[config.mk]
export PLATFORM = sky130hd
export DESIGN_NAME = axi_lite_arbiter_flat
export DESIGN_NICKNAME = d
export VERILOG_FILES = /design/src/rtl/axi_lite_arbiter_pkg.sv /design/src/rtl/axi_lite_arbiter_if.sv /design/src/rtl/axi_lite_arbiter.sv /design/src/flat_wrapper.sv
export SDC_FILE = /design/constraint.sdc
export NUM_CORES = 1
export LEC_CHECK = 0
export BUFFER_PORTS_ARGS = -buffer_cell sky130_fd_sc_hd__buf_2
export CAP_MARGIN = 20
export CORE_AREA = 5 5 167 169
export CTS_CLUSTER_SIZE = 30
export DETAILED_ROUTE_END_ITERATION = 12
export DIE_AREA = 0 0 172 174
export MAX_ROUTING_LAYER = met4
export REMOVE_ABC_BUFFERS = 1
export SYNTH_ARGS = -nofsm -noshare
export SYNTH_HDL_FRONTEND = slang
export SYNTH_SLANG_ARGS = --single-unit
[constraint.sdc]
create_clock -name clock -period 2.3 [get_ports clock]
set_clock_uncertainty 0.05 [all_clocks]
set_input_delay 0 -clock clock [delete_from_list [all_inputs] [get_ports clock]]
set_output_delay 0 -clock clock [all_outputs]
set_load 0.05 [all_outputs]
[src/rtl/axi_lite_arbiter_pkg.sv]
// Shared definitions for the two-master AXI4-Lite arbiter: FSM state
// encoding and AXI response codes.
package axi_lite_arbiter_pkg;

  typedef enum logic [1:0] {
    ST_IDLE  = 2'd0,
    ST_M0_RD = 2'd1,
    ST_M1_RD = 2'd2,
    ST_M1_WR = 2'd3
  } arb_state_t;

  localparam logic [1:0] RESP_OKAY   = 2'b00;
  localparam logic [1:0] RESP_SLVERR = 2'b10;
  localparam logic [1:0] RESP_DECERR = 2'b11;

endpackage

[src/rtl/axi_lite_arbiter_if.sv]
// AXI4-Lite bundle (AR/R/AW/W/B). The master modport drives requests and
// the slave modport answers them.
interface axi_lite_arbiter_if
  import axi_lite_arbiter_pkg::*;
#(
  parameter int ADDR_W = 32,
  parameter int DATA_W = 32
);
  logic [ADDR_W-1:0]   araddr;
  logic                arvalid;
  logic                arready;
  logic [DATA_W-1:0]   rdata;
  logic [1:0]          rresp;
  logic                rvalid;
  logic                rready;
  logic [ADDR_W-1:0]   awaddr;
  logic                awvalid;
  logic                awready;
  logic [DATA_W-1:0]   wdata;
  logic [DATA_W/8-1:0] wstrb;
  logic                wvalid;
  logic                wready;
  logic [1:0]          bresp;
  logic                bvalid;
  logic                bready;

  modport master (
    output araddr, arvalid, rready, awaddr, awvalid, wdata, wstrb, wvalid, bready,
    input  arready, rdata, rresp, rvalid, awready, wready, bresp, bvalid
  );

  modport slave (
    input  araddr, arvalid, rready, awaddr, awvalid, wdata, wstrb, wvalid, bready,
    output arready, rdata, rresp, rvalid, awready, wready, bresp, bvalid
  );
endinterface

[src/rtl/axi_lite_arbiter.sv]
// Fixed-priority arbiter: LSU (m1, read+write) over IFU (m0, read-only) onto
// one AXI4-Lite slave, one transaction in flight, one idle cycle between grants.
module axi_lite_arbiter
  import axi_lite_arbiter_pkg::*;
#(
  parameter int ADDR_W = 32,
  parameter int DATA_W = 32
)(
  input  logic              clock,
  input  logic              reset,
  axi_lite_arbiter_if.slave  m0,
  axi_lite_arbiter_if.slave  m1,
  axi_lite_arbiter_if.master s
);

  arb_state_t r_state;
  arb_state_t w_next_state;
  logic       r_addr_done;
  logic       r_w_done;
  logic       w_addr_hs;
  logic       w_w_hs;
  logic       w_unused;

  // The IFU never writes; its write channel inputs are intentionally ignored.
  assign w_unused = &{1'b0, m0.awaddr, m0.awvalid, m0.wdata, m0.wstrb, m0.wvalid, m0.bready};

  assign w_addr_hs = (s.arvalid && s.arready) || (s.awvalid && s.awready);
  assign w_w_hs    = s.wvalid && s.wready;

  always_ff @(posedge clock) begin
    if (reset) r_state <= ST_IDLE;
    else       r_state <= w_next_state;
  end

  // Once an address/data beat is accepted, stop forwarding that valid so a
  // master still holding it cannot push a second beat into this grant.
  always_ff @(posedge clock) begin
    if (reset || r_state == ST_IDLE) begin
      r_addr_done <= 1'b0;
      r_w_done    <= 1'b0;
    end else begin
      if (w_addr_hs) r_addr_done <= 1'b1;
      if (w_w_hs)    r_w_done    <= 1'b1;
    end
  end

  always_comb begin
    w_next_state = r_state;
    unique case (r_state)
      ST_IDLE: begin
        if (m1.awvalid)      w_next_state = ST_M1_WR;
        else if (m1.arvalid) w_next_state = ST_M1_RD;
        else if (m0.arvalid) w_next_state = ST_M0_RD;
      end
      ST_M0_RD: if (s.rvalid && m0.rready) w_next_state = ST_IDLE;
      ST_M1_RD: if (s.rvalid && m1.rready) w_next_state = ST_IDLE;
      ST_M1_WR: if (s.bvalid && m1.bready) w_next_state = ST_IDLE;
      default:  w_next_state = ST_IDLE;
    endcase
  end

  always_comb begin
    m0.arready = 1'b0;
    m0.rdata   = {DATA_W{1'b0}};
    m0.rresp   = 2'b00;
    m0.rvalid  = 1'b0;
    m0.awready = 1'b0;
    m0.wready  = 1'b0;
    m0.bresp   = 2'b00;
    m0.bvalid  = 1'b0;
    m1.arready = 1'b0;
    m1.rdata   = {DATA_W{1'b0}};
    m1.rresp   = 2'b00;
    m1.rvalid  = 1'b0;
    m1.awready = 1'b0;
    m1.wready  = 1'b0;
    m1.bresp   = 2'b00;
    m1.bvalid  = 1'b0;
    s.araddr   = {ADDR_W{1'b0}};
    s.arvalid  = 1'b0;
    s.rready   = 1'b0;
    s.awaddr   = {ADDR_W{1'b0}};
    s.awvalid  = 1'b0;
    s.wdata    = {DATA_W{1'b0}};
    s.wstrb    = {(DATA_W/8){1'b0}};
    s.wvalid   = 1'b0;
    s.bready   = 1'b0;
    unique case (r_state)
      ST_M0_RD: begin
        s.araddr   = m0.araddr;
        s.arvalid  = m0.arvalid && !r_addr_done;
        m0.arready = s.arready && !r_addr_done;
        m0.rdata   = s.rdata;
        m0.rresp   = s.rresp;
        m0.rvalid  = s.rvalid;
        s.rready   = m0.rready;
      end
      ST_M1_RD: begin
        s.araddr   = m1.araddr;
        s.arvalid  = m1.arvalid && !r_addr_done;
        m1.arready = s.arready && !r_addr_done;
        m1.rdata   = s.rdata;
        m1.rresp   = s.rresp;
        m1.rvalid  = s.rvalid;
        s.rready   = m1.rready;
      end
      ST_M1_WR: begin
        s.awaddr   = m1.awaddr;
        s.awvalid  = m1.awvalid && !r_addr_done;
        m1.awready = s.awready && !r_addr_done;
        s.wdata    = m1.wdata;
        s.wstrb    = m1.wstrb;
        s.wvalid   = m1.wvalid && !r_w_done;
        m1.wready  = s.wready && !r_w_done;
        m1.bresp   = s.bresp;
        m1.bvalid  = s.bvalid;
        s.bready   = m1.bready;
      end
      default: ;
    endcase
  end

endmodule

[src/flat_wrapper.sv]
// flat-port wrapper written by rule: the top's interface ports become plain ports
module axi_lite_arbiter_flat import axi_lite_arbiter_pkg::*;
#(
  parameter int ADDR_W = 32,
  parameter int DATA_W = 32
)
  (clock, reset, m0_araddr, m0_arvalid, m0_rready, m0_awaddr, m0_awvalid, m0_wdata, m0_wstrb, m0_wvalid, m0_bready, m0_arready, m0_rdata, m0_rresp, m0_rvalid, m0_awready, m0_wready, m0_bresp, m0_bvalid, m1_araddr, m1_arvalid, m1_rready, m1_awaddr, m1_awvalid, m1_wdata, m1_wstrb, m1_wvalid, m1_bready, m1_arready, m1_rdata, m1_rresp, m1_rvalid, m1_awready, m1_wready, m1_bresp, m1_bvalid, s_araddr, s_arvalid, s_rready, s_awaddr, s_awvalid, s_wdata, s_wstrb, s_wvalid, s_bready, s_arready, s_rdata, s_rresp, s_rvalid, s_awready, s_wready, s_bresp, s_bvalid);
  axi_lite_arbiter_if #(.ADDR_W(ADDR_W), .DATA_W(DATA_W)) m0_i ();
  axi_lite_arbiter_if #(.ADDR_W(ADDR_W), .DATA_W(DATA_W)) m1_i ();
  axi_lite_arbiter_if #(.ADDR_W(ADDR_W), .DATA_W(DATA_W)) s_i ();
  input  logic clock;
  input  logic reset;
  input wire logic [$bits(m0_i.araddr)-1:0] m0_araddr;
  input wire logic [$bits(m0_i.arvalid)-1:0] m0_arvalid;
  input wire logic [$bits(m0_i.rready)-1:0] m0_rready;
  input wire logic [$bits(m0_i.awaddr)-1:0] m0_awaddr;
  input wire logic [$bits(m0_i.awvalid)-1:0] m0_awvalid;
  input wire logic [$bits(m0_i.wdata)-1:0] m0_wdata;
  input wire logic [$bits(m0_i.wstrb)-1:0] m0_wstrb;
  input wire logic [$bits(m0_i.wvalid)-1:0] m0_wvalid;
  input wire logic [$bits(m0_i.bready)-1:0] m0_bready;
  output wire logic [$bits(m0_i.arready)-1:0] m0_arready;
  output wire logic [$bits(m0_i.rdata)-1:0] m0_rdata;
  output wire logic [$bits(m0_i.rresp)-1:0] m0_rresp;
  output wire logic [$bits(m0_i.rvalid)-1:0] m0_rvalid;
  output wire logic [$bits(m0_i.awready)-1:0] m0_awready;
  output wire logic [$bits(m0_i.wready)-1:0] m0_wready;
  output wire logic [$bits(m0_i.bresp)-1:0] m0_bresp;
  output wire logic [$bits(m0_i.bvalid)-1:0] m0_bvalid;
  input wire logic [$bits(m1_i.araddr)-1:0] m1_araddr;
  input wire logic [$bits(m1_i.arvalid)-1:0] m1_arvalid;
  input wire logic [$bits(m1_i.rready)-1:0] m1_rready;
  input wire logic [$bits(m1_i.awaddr)-1:0] m1_awaddr;
  input wire logic [$bits(m1_i.awvalid)-1:0] m1_awvalid;
  input wire logic [$bits(m1_i.wdata)-1:0] m1_wdata;
  input wire logic [$bits(m1_i.wstrb)-1:0] m1_wstrb;
  input wire logic [$bits(m1_i.wvalid)-1:0] m1_wvalid;
  input wire logic [$bits(m1_i.bready)-1:0] m1_bready;
  output wire logic [$bits(m1_i.arready)-1:0] m1_arready;
  output wire logic [$bits(m1_i.rdata)-1:0] m1_rdata;
  output wire logic [$bits(m1_i.rresp)-1:0] m1_rresp;
  output wire logic [$bits(m1_i.rvalid)-1:0] m1_rvalid;
  output wire logic [$bits(m1_i.awready)-1:0] m1_awready;
  output wire logic [$bits(m1_i.wready)-1:0] m1_wready;
  output wire logic [$bits(m1_i.bresp)-1:0] m1_bresp;
  output wire logic [$bits(m1_i.bvalid)-1:0] m1_bvalid;
  output wire logic [$bits(s_i.araddr)-1:0] s_araddr;
  output wire logic [$bits(s_i.arvalid)-1:0] s_arvalid;
  output wire logic [$bits(s_i.rready)-1:0] s_rready;
  output wire logic [$bits(s_i.awaddr)-1:0] s_awaddr;
  output wire logic [$bits(s_i.awvalid)-1:0] s_awvalid;
  output wire logic [$bits(s_i.wdata)-1:0] s_wdata;
  output wire logic [$bits(s_i.wstrb)-1:0] s_wstrb;
  output wire logic [$bits(s_i.wvalid)-1:0] s_wvalid;
  output wire logic [$bits(s_i.bready)-1:0] s_bready;
  input wire logic [$bits(s_i.arready)-1:0] s_arready;
  input wire logic [$bits(s_i.rdata)-1:0] s_rdata;
  input wire logic [$bits(s_i.rresp)-1:0] s_rresp;
  input wire logic [$bits(s_i.rvalid)-1:0] s_rvalid;
  input wire logic [$bits(s_i.awready)-1:0] s_awready;
  input wire logic [$bits(s_i.wready)-1:0] s_wready;
  input wire logic [$bits(s_i.bresp)-1:0] s_bresp;
  input wire logic [$bits(s_i.bvalid)-1:0] s_bvalid;
  assign m0_i.araddr = m0_araddr;
  assign m0_i.arvalid = m0_arvalid;
  assign m0_i.rready = m0_rready;
  assign m0_i.awaddr = m0_awaddr;
  assign m0_i.awvalid = m0_awvalid;
  assign m0_i.wdata = m0_wdata;
  assign m0_i.wstrb = m0_wstrb;
  assign m0_i.wvalid = m0_wvalid;
  assign m0_i.bready = m0_bready;
  assign m0_arready = m0_i.arready;
  assign m0_rdata = m0_i.rdata;
  assign m0_rresp = m0_i.rresp;
  assign m0_rvalid = m0_i.rvalid;
  assign m0_awready = m0_i.awready;
  assign m0_wready = m0_i.wready;
  assign m0_bresp = m0_i.bresp;
  assign m0_bvalid = m0_i.bvalid;
  assign m1_i.araddr = m1_araddr;
  assign m1_i.arvalid = m1_arvalid;
  assign m1_i.rready = m1_rready;
  assign m1_i.awaddr = m1_awaddr;
  assign m1_i.awvalid = m1_awvalid;
  assign m1_i.wdata = m1_wdata;
  assign m1_i.wstrb = m1_wstrb;
  assign m1_i.wvalid = m1_wvalid;
  assign m1_i.bready = m1_bready;
  assign m1_arready = m1_i.arready;
  assign m1_rdata = m1_i.rdata;
  assign m1_rresp = m1_i.rresp;
  assign m1_rvalid = m1_i.rvalid;
  assign m1_awready = m1_i.awready;
  assign m1_wready = m1_i.wready;
  assign m1_bresp = m1_i.bresp;
  assign m1_bvalid = m1_i.bvalid;
  assign s_araddr = s_i.araddr;
  assign s_arvalid = s_i.arvalid;
  assign s_rready = s_i.rready;
  assign s_awaddr = s_i.awaddr;
  assign s_awvalid = s_i.awvalid;
  assign s_wdata = s_i.wdata;
  assign s_wstrb = s_i.wstrb;
  assign s_wvalid = s_i.wvalid;
  assign s_bready = s_i.bready;
  assign s_i.arready = s_arready;
  assign s_i.rdata = s_rdata;
  assign s_i.rresp = s_rresp;
  assign s_i.rvalid = s_rvalid;
  assign s_i.awready = s_awready;
  assign s_i.wready = s_wready;
  assign s_i.bresp = s_bresp;
  assign s_i.bvalid = s_bvalid;
  axi_lite_arbiter #(.ADDR_W(ADDR_W), .DATA_W(DATA_W)) u_core (.clock(clock), .reset(reset), .m0(m0_i), .m1(m1_i), .s(s_i));
endmodule
## Word level (Yosys, flattened, before mapping)

Index checks and enable logic that the tools add are counted.
Widths: inputs -> output; s select.

- Logic and storage cells: 57
- Bits in registers: 4
- Input bits: 253

- Muxes and demuxes: 28
- Equality and inequality tests: 7
- Reductions and logical operators: 19

Operators with widths:

| operator | number |
|---|---|
| $mux 32 | 4 |
| $pmux 32 s2 | 1 |
| $mux 2 | 9 |
| $logic_and 1x1->1 | 13 |
| $mux 1 | 10 |
| $pmux 2 s4 | 1 |
| $ne 2x1->1 const B | 3 |
| $eq 2x2->1 const B | 2 |
| $mux 4 | 1 |
| $ne 4x4->1 const B | 1 |
| $pmux 1 s2 | 2 |
| $reduce_and 4->1 | 1 |
| $eq 2x1->1 const B | 1 |
| $logic_not 1->1 | 2 |
| $logic_not 2->1 | 1 |
| $logic_or 1x1->1 | 2 |

## Longest topological paths before layout

- Depth after elaboration: 5
- Depth in mapped cells: 6
- Depth with buffers taken out: 5

## Worst setup path after synthesis

Ideal clock, no wire load.

- Path kind: reg-to-output
- From: register u_core.r_state[0]
- To: output s_arvalid
- Buffers on the path: 1
- Required time: 2,250 ps
- Cell stages (with the launch flop): 6
- Setup slack: 210 ps
- Arrival: 2,040 ps
- Path through: dfxtp_1 > inv_1 > ha_1 > buf_2 > mux2i_1 > nor3b_1

- Cells in the longest elaborated chain, start to end: 2
- Elaborated cells between the ends (all ways): 3
- Those cells by class: eq/ne: 2; mux: 1

Ends and longest elaborated chain:

| element | line | RTL |
|---|---|---|
| start: declaration | axi_lite_arbiter.sv:16 | `arb_state_t r_state;` |
| start signal: assignment | axi_lite_arbiter.sv:32 | `else r_state <= w_next_state;` |
| $eq 2x2->1 / $eq 2x1->1 (equally long branches) | axi_lite_arbiter.sv:88 | `unique case (r_state)` |
| $pmux 1 s2 (*) | axi_lite_arbiter.sv:88 |  |
| end: declaration | flat_wrapper.sv:48 | `output wire logic [$bits(s_i.arvalid)-1:0] s_arvalid;` |

Every way passes the cells marked *; elsewhere a longest branch is shown, timed or not.

## Worst setup path in the final report

- From: register u_core.r_state[1]
- To: output s_awaddr[2]

- Cells in the longest elaborated chain, start to end: 2

Ends and longest elaborated chain:

| element | line | RTL |
|---|---|---|
| $eq 2x2->1 | axi_lite_arbiter.sv:88 |  |
| $mux 32 | axi_lite_arbiter.sv:88 |  |
| end: declaration | flat_wrapper.sv:50 | `output wire logic [$bits(s_i.awaddr)-1:0] s_awaddr;` |

No other way between the ends.

==> reports/results.ini <==
[grt]
first_global_vias=3108
track_usage_pct=7.32
grt_pass1_wl_mm=16.4
grt_max_degree=59
grt_remaining_overflow=0
antenna_found_initial=4

[synth]
netlist_area_sq_mm=0.00186
synth_seq_area_share_pct=4.30
ys_seq_elements=4
yosys_warnings=0
avgSynthCellArea_sq_um=6.73
synth_edf_count=0
syn_inst=277
synthArstFlopShare_pct=0
synth_cell_types=23
synthFlopType=dfxtp_1

[sta]
fmax_mhz=506
finalSetupViolCount=0
fin_crit_sh_pct=86.0
fin_crit_ns=1.98
maxSlewViolCount=0
finalHoldViolations=0
rsz0062_at_grt=no

[placement]
dp_hpwl_mm=11.1
dp.cells=962
gp_congestion=0.755
numPortBuffers=363

[clock_network]
cts_buffer_depth=2
post_cts_buffers=0
cts_resized=0
clk_pin_slew_worst_paths_ns=0.03
clkLatencyLatePin_ns=0.23
cts.sinks=4
clock-root-buffer=clkbuf_16
htree_levels=1
cts_tree=yes
cts_buffers=3
cts_hold_buf=1

[flow_run]
max_cap_viol_count=0

[floorplanning]
num_rows=60
boundaryPins=440
die_x_um=172
core-area_sq_mm=0.0264
die_area_sq_mm=0.0299
initial_core_util_pct=7.05
die_h_um=174

[worst_setup_path]
crit_type=flip-flop to output pin
arrival_ns=1.93
reg2reg_slack_ns=0.61
end_kind=output pin
crit_start=u_core.r_state[1]
cp-start-kind=flip-flop
reg2reg_to=u_core.r_state[0]
worstRegToRegCells=4
r2r_start=u_core.r_state[1]
required_ns=2.25
crit_fanout=38

[worst_hold_path]
holdPathEnd=u_core.r_w_done
min_from=s_wready
hold_depth=3
hold_class=input pin to flip-flop

[detailed_routing]
avgRoutedWirePerCell_um=12.8
drt_wl_total_mm=12.4
post_drt_via_cell_ratio=3.32
drcViolationCount=0
initialDrtViolationCount=92
ant_nets=0
firstDrtPassIters=4
via_count=3217

[final_layout]
mostFrequentLayoutCells=buf_2 (362), and2_1 (142), nor2b_1 (34)
syn_to_final_growth_pct=124
nNetsFinal=885
layout.cells.non_filler=970
fillCellCount=3040
layout_commonest_cell=buf_2
drive_above_1_share_pct=60.6
utilization_pct=15.8

[power]
max-vdd-ir-drop_v=0.000355
cellLeakagePower_nw=2.48
power-per-cell-area_mw_per_mm2=1110
power_mw=4.62

[run_status]
run_status=finished, final reports clean

[layer usage]
| layer | vias up | track usage (%) | wire length, um |
|---|---|---|---|
| met3 | 8 | 1.39 | 1350 |
| met4 | 0 | 1.44 | 202 |
| met5 | - | - | 0 |
| met1 | 1393 | 6.48 | 4040 |
| met2 | 227 | 15.5 | 6790 |
| li1 | 1589 | - | - |
[worst max-delay path, cell delays in order (launching register included)]
cell and delay [ns]:
dfxtp_1 0.40, ha_2 0.48, buf_4 0.33, and2_1 0.20
buf_2 0.27
[through the flow]
stage                     hold WS (ns)  TNS (ns)  setup slack, ns  cell area, sq um
after floorplan                 0.0228     -3.40           -0.227              1740
after global placement           0.229         0            0.519              4070
after detailed placement         0.240         0            0.470              4070
after CTS                       0.0185         0            0.206              4160
after global routing            0.0580         0           0.0899              4170
final                           0.0195         0            0.322              4170
[worst max-delay path by stage]
stage / to / slack (ns)
after floorplan: s_arvalid / -0.23
after global placement: s_wdata[5] / 0.52
after detailed placement: s_wdata[5] / 0.47
after CTS: s_wdata[5] / 0.21
after global routing: s_wdata[5] / 0.09
final: s_awaddr[2] / 0.32
[state kept, by name (all words and copies together), names as in the netlist]
signal and cells:
u_core.r_addr_done 1, u_core.r_w_done 1, u_core.r_state 2
[report_power, final]
| group | internal [mW] | switching, mW | leakage [nW] |
|---|---|---|---|
| clock network | 0.223 | 0.0575 | 0.0370 |
| logic | 1.17 | 3.06 | 2.41 |
| registers | 0.0879 | 0.0230 | 0.0327 |
| total | 1.48 | 3.14 | 2.48 |
[cells in the mapped netlist (2+ instances only)]
library cell  instances  area share (%)
and2_1              142              48
nor2b_1              34              11
a22oi_1              33              13
clkbuf_1             21             4.2
and3b_1               6             2.8
buf_2                 5             1.3
buf_4                 5             2.0
ha_1                  5             3.4
dfxtp_1               4             4.3
inv_1                 3            0.60
mux2i_1               3             1.6
a21boi_1              2            0.81
a21oi_1               2            0.54
nand2b_1              2            0.67
o21ai_0               2            0.54
[area by class of cell]
type / count / area (sq um) / area share [%]
timing repair buffer: 372 / 1910 / 45.9
multi-input combinational: 243 / 1650 / 39.6
tap: 341 / 427 / 10.2
sequential: 4 / 80.1 / 1.92
clock buffer: 3 / 75.1 / 1.80
inverter: 3 / 11.3 / 0.270
antenna: 4 / 10.0 / 0.240
[kinds of logic after synthesis]
kind of cell	count (synthesis)	synth area share, %
AND/OR/NAND/NOR	189	65.8
AO/OA/AOI/OAI	41	16.6
buffers and inverters	34	8.19
adder cells (fa/ha/maj)	5	3.36
flip-flops	4	4.30
multiplexers	3	1.61
other	1	0.201
No activity file was read; power rests on OpenSTA's default activity.
